--- src/rtl/vx_csr_req_arb.sv ---
// vx_csr_req_arb: round-robin arbiter/sequencer sharing one CSR unit among
// NUM_REQS dispatch slices. A grant is held from the sop packet through the
// eop packet. Optional feature macro: CSR_ARB_DRAIN_EN. When it is defined,
// the arbiter waits in DRAIN for the scheduler's alm_empty before the first
// packet is forwarded. When it is undefined, IDLE goes straight to XFER.
module vx_csr_req_arb #(
  parameter int NUM_REQS = 4,
  parameter int DATAW    = 128,
  parameter int WID_W    = 4,
  parameter int IDX_W    = (NUM_REQS > 1) ? $clog2(NUM_REQS) : 1
) (
  input  logic                            clk,
  input  logic                            reset,
  input  logic [NUM_REQS-1:0]             req_valid,
  input  logic [NUM_REQS-1:0][DATAW-1:0]  req_data,
  input  logic [NUM_REQS-1:0][WID_W-1:0]  req_wid,
  input  logic [NUM_REQS-1:0]             req_sop,
  input  logic [NUM_REQS-1:0]             req_eop,
  output logic [NUM_REQS-1:0]             req_ready,
  output logic [WID_W-1:0]                alm_empty_wid,
  input  logic                            alm_empty,
  output logic                            rsp_valid,
  output logic [DATAW-1:0]                rsp_data,
  output logic [WID_W-1:0]                rsp_wid,
  output logic                            rsp_sop,
  output logic                            rsp_eop,
  output logic [IDX_W-1:0]                rsp_idx,
  input  logic                            rsp_ready,
  output logic                            busy,
  output logic [15:0]                     drain_cycles
);

`ifdef CSR_ARB_DRAIN_EN
  localparam bit DRAIN_EN = 1'b1;
`else
  localparam bit DRAIN_EN = 1'b0;
`endif

  typedef enum logic [1:0] {ST_IDLE, ST_DRAIN, ST_XFER} state_t;

  state_t             state;
  logic [IDX_W-1:0]   grant;
  logic [IDX_W-1:0]   rr_ptr;
  logic [IDX_W-1:0]   next_ptr;
  logic [WID_W-1:0]   last_wid;
  logic [NUM_REQS-1:0] elig;
  logic               pick_vld;
  logic [IDX_W-1:0]   pick_idx;
  logic [IDX_W-1:0]   cand;
  logic               xfer_rdy;
  logic               req_fire;

  // Output register can take a new packet when empty or being drained.
  assign xfer_rdy = (state == ST_XFER) & (~rsp_valid | rsp_ready);

  // Per-lane eligibility (only sop packets start an instruction) and ready.
  for (genvar i = 0; i < NUM_REQS; i++) begin : g_lane
    assign elig[i]      = req_valid[i] & req_sop[i];
    assign req_ready[i] = xfer_rdy & (grant == IDX_W'(i));
  end

  assign req_fire = |(req_valid & req_ready);
  assign next_ptr = (grant == IDX_W'(NUM_REQS - 1)) ? '0 : grant + IDX_W'(1);
  assign busy     = (state != ST_IDLE) | rsp_valid;

  // Live wid of the owning slice while draining, else the last granted wid.
  assign alm_empty_wid = !DRAIN_EN ? '0 :
                         (state == ST_DRAIN) ? req_wid[grant] : last_wid;

  // Cyclic priority search starting at rr_ptr.
  always_comb begin
    pick_vld = 1'b0;
    pick_idx = '0;
    cand     = '0;
    for (int k = 0; k < NUM_REQS; k++) begin
      cand = IDX_W'((int'(rr_ptr) + k) % NUM_REQS);
      if (!pick_vld && elig[cand]) begin
        pick_vld = 1'b1;
        pick_idx = cand;
      end
    end
  end

  // Grant/lock FSM: grant on sop, optional drain wait, release on eop.
  always_ff @(posedge clk or posedge reset) begin
    if (reset) begin
      state        <= ST_IDLE;
      grant        <= '0;
      rr_ptr       <= '0;
      last_wid     <= '0;
      drain_cycles <= '0;
    end else begin
      case (state)
        ST_IDLE: if (pick_vld) begin
          grant    <= pick_idx;
          last_wid <= req_wid[pick_idx];
          state    <= DRAIN_EN ? ST_DRAIN : ST_XFER;
        end
        ST_DRAIN: begin
          if (drain_cycles != 16'hFFFF) drain_cycles <= drain_cycles + 16'd1;
          if (alm_empty) state <= ST_XFER;
        end
        ST_XFER: if (req_fire && req_eop[grant]) begin
          rr_ptr <= next_ptr;
          state  <= ST_IDLE;
        end
        default: state <= ST_IDLE;
      endcase
    end
  end

  // Output register: a load wins over a pop, so back-to-back stays valid.
  always_ff @(posedge clk or posedge reset) begin
    if (reset) begin
      rsp_valid <= 1'b0;
      rsp_data  <= '0;
      rsp_wid   <= '0;
      rsp_sop   <= 1'b0;
      rsp_eop   <= 1'b0;
      rsp_idx   <= '0;
    end else if (req_fire) begin
      rsp_valid <= 1'b1;
      rsp_data  <= req_data[grant];
      rsp_wid   <= req_wid[grant];
      rsp_sop   <= req_sop[grant];
      rsp_eop   <= req_eop[grant];
      rsp_idx   <= grant;
    end else if (rsp_ready) begin
      rsp_valid <= 1'b0;
    end
  end

endmodule

--- config.mk ---
export PLATFORM = sky130hd
export DESIGN_NAME = vx_csr_req_arb
export DESIGN_NICKNAME = d
export VERILOG_FILES = /design/src/rtl/vx_csr_req_arb.sv
export SDC_FILE = /design/constraint.sdc
export NUM_CORES = 1
export LEC_CHECK = 0
export BUFFER_PORTS_ARGS = -buffer_cell sky130_fd_sc_hd__clkbuf_2
export CAP_MARGIN = 20
export CORE_AREA = 5 5 271 273
export DETAILED_ROUTE_END_ITERATION = 7
export DIE_AREA = 0 0 276 278
export HOLD_SLACK_MARGIN = 0.02
export MAX_ROUTING_LAYER = met4
export SYNTH_ARGS = -nofsm -noshare
export SYNTH_HDL_FRONTEND = slang
export SYNTH_SLANG_ARGS = --single-unit
--- constraint.sdc ---
create_clock -name clk -period 11.2 [get_ports clk]
set_input_delay 2.24 -clock clk [delete_from_list [all_inputs] [get_ports clk]]
set_output_delay 2.24 -clock clk [all_outputs]
set_load 0.1 [all_outputs]
==> metrics list <==
* Run status: complete, no violations
* Buffer count from post-CTS setup fixing: 0
- The final number of hold-violating endpoints is 0.
- Counting both buffers and inverters, the worst setup path holds a total of 2.
* Setup TNS Final: 0 ns
- Setup violations remaining at the end of the flow were counted as 0.
- Clock buffers created by TritonCTS: 17
* Critical path type: in -> out
- H-Tree Level Count: 4
- During synthesis, Yosys emitted a total of 0 warnings.
- The floorplan has 98 rows.
- Pwr per Cell Area: 387 nW/µm²
* Multi-input gate area in the final layout: 4930 µm²
- Number of instances in the synthesized netlist: 524
* IO buf count: 684
* Core region area: 70900 µm²
* Largest stage delay on the critical path: 0.48 ns
- The tree is rooted in a sky130_fd_sc_hd__clkbuf_16.
* Number of distinct standard cells referenced by the synthesized netlist: 34
- Across the routed clock network, the largest skew measured is 0.0141 ns.
- Summed over all nets, the half-perimeter wirelength after detailed placement is ~36 mm.
- The synthesized design contains 0 enable-type register cells.
- In the routed design, unresolved DRC markers number 0.
- Endpoint type of the worst setup path: primary output
* Leak: between 6 and 7 nW
- Clk pin slew, worst setup/hold paths: 0.07 ns
- At the worst endpoint, the arrival time is 3.30 ns.
- A synthesized cell averages between 15 and 20 µm².
- The setup check on the worst reg-to-reg path leaves a slack of between 7 and 8 ns.
- Chip Height: 278 µm
- Wirelength, routed: approximately 43 mm
* Residual overflow from global routing: 0
- Synth Flop Type: sky130_fd_sc_hd__dfrtp_1
- Tmin final: roughly 5.5 ns
- Asr flop ratio synth: 100%
- The min-delay analysis places its worst path in the category reg -> reg.
* Wire length per cell: 19.8 µm
* Area of the die: 76700 µm²
- At the worst endpoint, the required time is 8.96 ns.
* Detail Route Antenna Nets: 0
- Counting the fill cells in the layout gives just under 8k.
- The congestion estimate from routability-driven global placement came to 0.956.
* Maximum Capacitance Violations: 0
* Synthesis-stage register bit count: around 140
- GRT Util Overall: ~11%
- Max Fanout on Critical Path: 6
* Fmax: 181 MHz
- Utilization after layout: 19.5%
- The post-route netlist has between 70% and 80% of its cells at a drive strength greater than 1.
- After synthesis, flip-flops and latches occupy about two fifths of the total area.
- The first global-routing pass estimated 60.5 mm of wire.
* Setup repair after global routing missed its margin: no
* Most numerous cell on the critical path: sky130_fd_sc_hd__clkbuf_2
- The clock passes through at most 2 buffers.
- TritonCTS built the clock tree.
- For the worst-skew pair, the clock arrives at the later sink with an insertion delay of roughly 0.46 ns.
* Count of pins on the block boundary: 706
- Across the whole layout, storage elements account for 3560 µm².
- The die is between 200 and 300 µm wide.
- # resized after CTS: 0
* Number of standard cells in the final layout excluding fillers: 2156
* Synthesis-to-finish area growth: 54.7%
- Placed cell count: approximately 2.1k
* Starting utilization of the core area: 12.6%
- Pins over their slew limit: 0
- Initial DRT Pass Iterations: 7
- The worst setup path is launched from an input pin.
- For the pin with the worst max-slew slack, the measured transition is 0.916 ns.
- Crit-path slowest cell: sky130_fd_sc_hd__clkbuf_2
- Post-synth design cell area: 8920 µm²
* First-iteration detailed-routing DRC count: roughly 200
- Maximum VDD drop: 0.230 mV
* DR vias: 7793
- Ratio of routed vias to standard cells: 3.61
* Crit path max-delay family: buffers and inverters
* Number of sinks driven by the clock tree: 142
* Fraction of the cycle the final worst path needs: 49.5%
* Layout Nets: 1738
- Pin count of the biggest net entering global routing: 60
* Vias in the first global route: 8730
- Hold repair after CTS inserted 0 buffers.
- Antenna violations before repair: 15
- Relative slew margins: 39.0%
- Worst-path cell chain: clkbuf_2 > nand2b_1 > and3_1 > clkbuf_2
[cells by family after synthesis]
logic type               share of synthesized area [%]
AND/OR/NAND/NOR                                   1.33
flip-flops                                        39.8
other                                           0.0420
AO/OA/AOI/OAI                                     1.32
multiplexers                                      51.1
adder cells (fa/ha/maj)                          0.561
buffers and inverters                             5.82
[stage by stage]
stage	cell area, µm²	power, mW	hold WS, ns	setup slack (ns)
4_1_cts	13800	5.46	0.495	5.66
5_1_grt	13800	5.61	0.506	5.65
2_1_floorplan	8990	4.08	0.577	5.15
6_report	13800	5.35	0.489	5.66
3_5_place_dp	13200	4.81	0.476	5.66
3_3_place_gp	13200	4.78	0.468	5.65
[power breakdown]
part	switching [mW]	internal, mW	total (mW)	leakage (nW)
logic	2.77	0.975	3.75	4.50
registers	0.194	0.793	0.987	1.66
clock network	0.257	0.356	0.612	0.289
total	3.22	2.12	5.35	6.46
[path summary, 6_finish.rpt]
path | from | end | cells past startpoint
min in group asynchronous | reset | rsp_data[113] | 2
max in group asynchronous | reset | grant[1] | 3
min reg2reg | rsp_idx[1] | rsp_idx[1] | 2
max | rsp_ready | req_ready[2] | 4
min | rsp_idx[1] | rsp_idx[1] | 2
max reg2reg | grant[0] | rsp_data[17] | 7
[flip-flops by register name (all words and copies together), names as in the netlist]
| signal | flops |
|---|---|
| rsp_data | 128 |
| rsp_idx | 2 |
| rsp_wid | 4 |
| rsp_sop | 1 |
| rsp_eop | 1 |
| state | 1 |
| rsp_valid | 1 |
| rr_ptr | 2 |
| grant | 2 |
[worst reg2reg max path, cell delays in order (launching register included)]
cell,delay [ns]
sky130_fd_sc_hd__dfrtp_4,0.71
sky130_fd_sc_hd__buf_4,0.41
sky130_fd_sc_hd__ha_1,0.33
sky130_fd_sc_hd__a22o_1,0.24
sky130_fd_sc_hd__o211ai_4,0.44
sky130_fd_sc_hd__buf_4,0.41
sky130_fd_sc_hd__buf_4,0.64
sky130_fd_sc_hd__mux2_2,0.51
[synth_stat cells (2+ instances only)]
| library cell | instances | area [µm²] |
|---|---|---|
| sky130_fd_sc_hd__o21ai_0 | 3 | 15.0 |
| sky130_fd_sc_hd__dfrtp_1 | 142 | 3550 |
| sky130_fd_sc_hd__mux4_2 | 134 | 3020 |
| sky130_fd_sc_hd__mux2_4 | 2 | 30.0 |
| sky130_fd_sc_hd__mux2_2 | 37 | 417 |
| sky130_fd_sc_hd__buf_4 | 31 | 233 |
| sky130_fd_sc_hd__nor2_1 | 3 | 11.3 |
| sky130_fd_sc_hd__ha_1 | 4 | 50.1 |
| sky130_fd_sc_hd__a21oi_1 | 3 | 15.0 |
| sky130_fd_sc_hd__nand2_1 | 8 | 30.0 |
| sky130_fd_sc_hd__inv_1 | 3 | 11.3 |
| sky130_fd_sc_hd__a22o_1 | 2 | 17.5 |
| sky130_fd_sc_hd__and3_1 | 4 | 25.0 |
| sky130_fd_sc_hd__mux2_1 | 97 | 1090 |
| sky130_fd_sc_hd__buf_6 | 18 | 203 |
| sky130_fd_sc_hd__clkbuf_1 | 9 | 33.8 |
| sky130_fd_sc_hd__buf_2 | 7 | 35.0 |
[cell type report]
class	count	share of cell area, %
clock inverters	13	1.18
repair buffers	694	25.3
multi-input cells	332	35.7
well taps	950	8.61
flip-flops and latches	142	25.8
inverters	3	0.118
diodes	4	0.0725
clock buffers	18	3.18
[cells in the final DEF, fill, tap and decap left out, drive strengths merged]
cell type  count
mux4         134
a221oi         1
nand4          1
bufinv         3
o211ai         1
and2b          1
nor2           3
dfrtp        142
a211oi         1
a21oi          3
nand2          8
buf           10
and4           1
clkinvlp       3
and3           4
nand4b         1
nor2b          1
ha             4
or2            1
mux2         136
nand2b         1
clkbuf       702
a21o           2
o21bai         1
inv            6
o32a           1
diode          4
o31ai          1
clkinv         4
a22o           2
conb          20
o21ai          3
[layer usage]
metal	vias up	wire length, µm	global-route usage (%)
met5	-	0	-
met4	0	1170	4.33
met3	41	4570	5.09
met2	480	20700	18.1
met1	3847	16200	12.1
li1	3425	-	-
No activity file was read; power rests on OpenSTA's default activity.
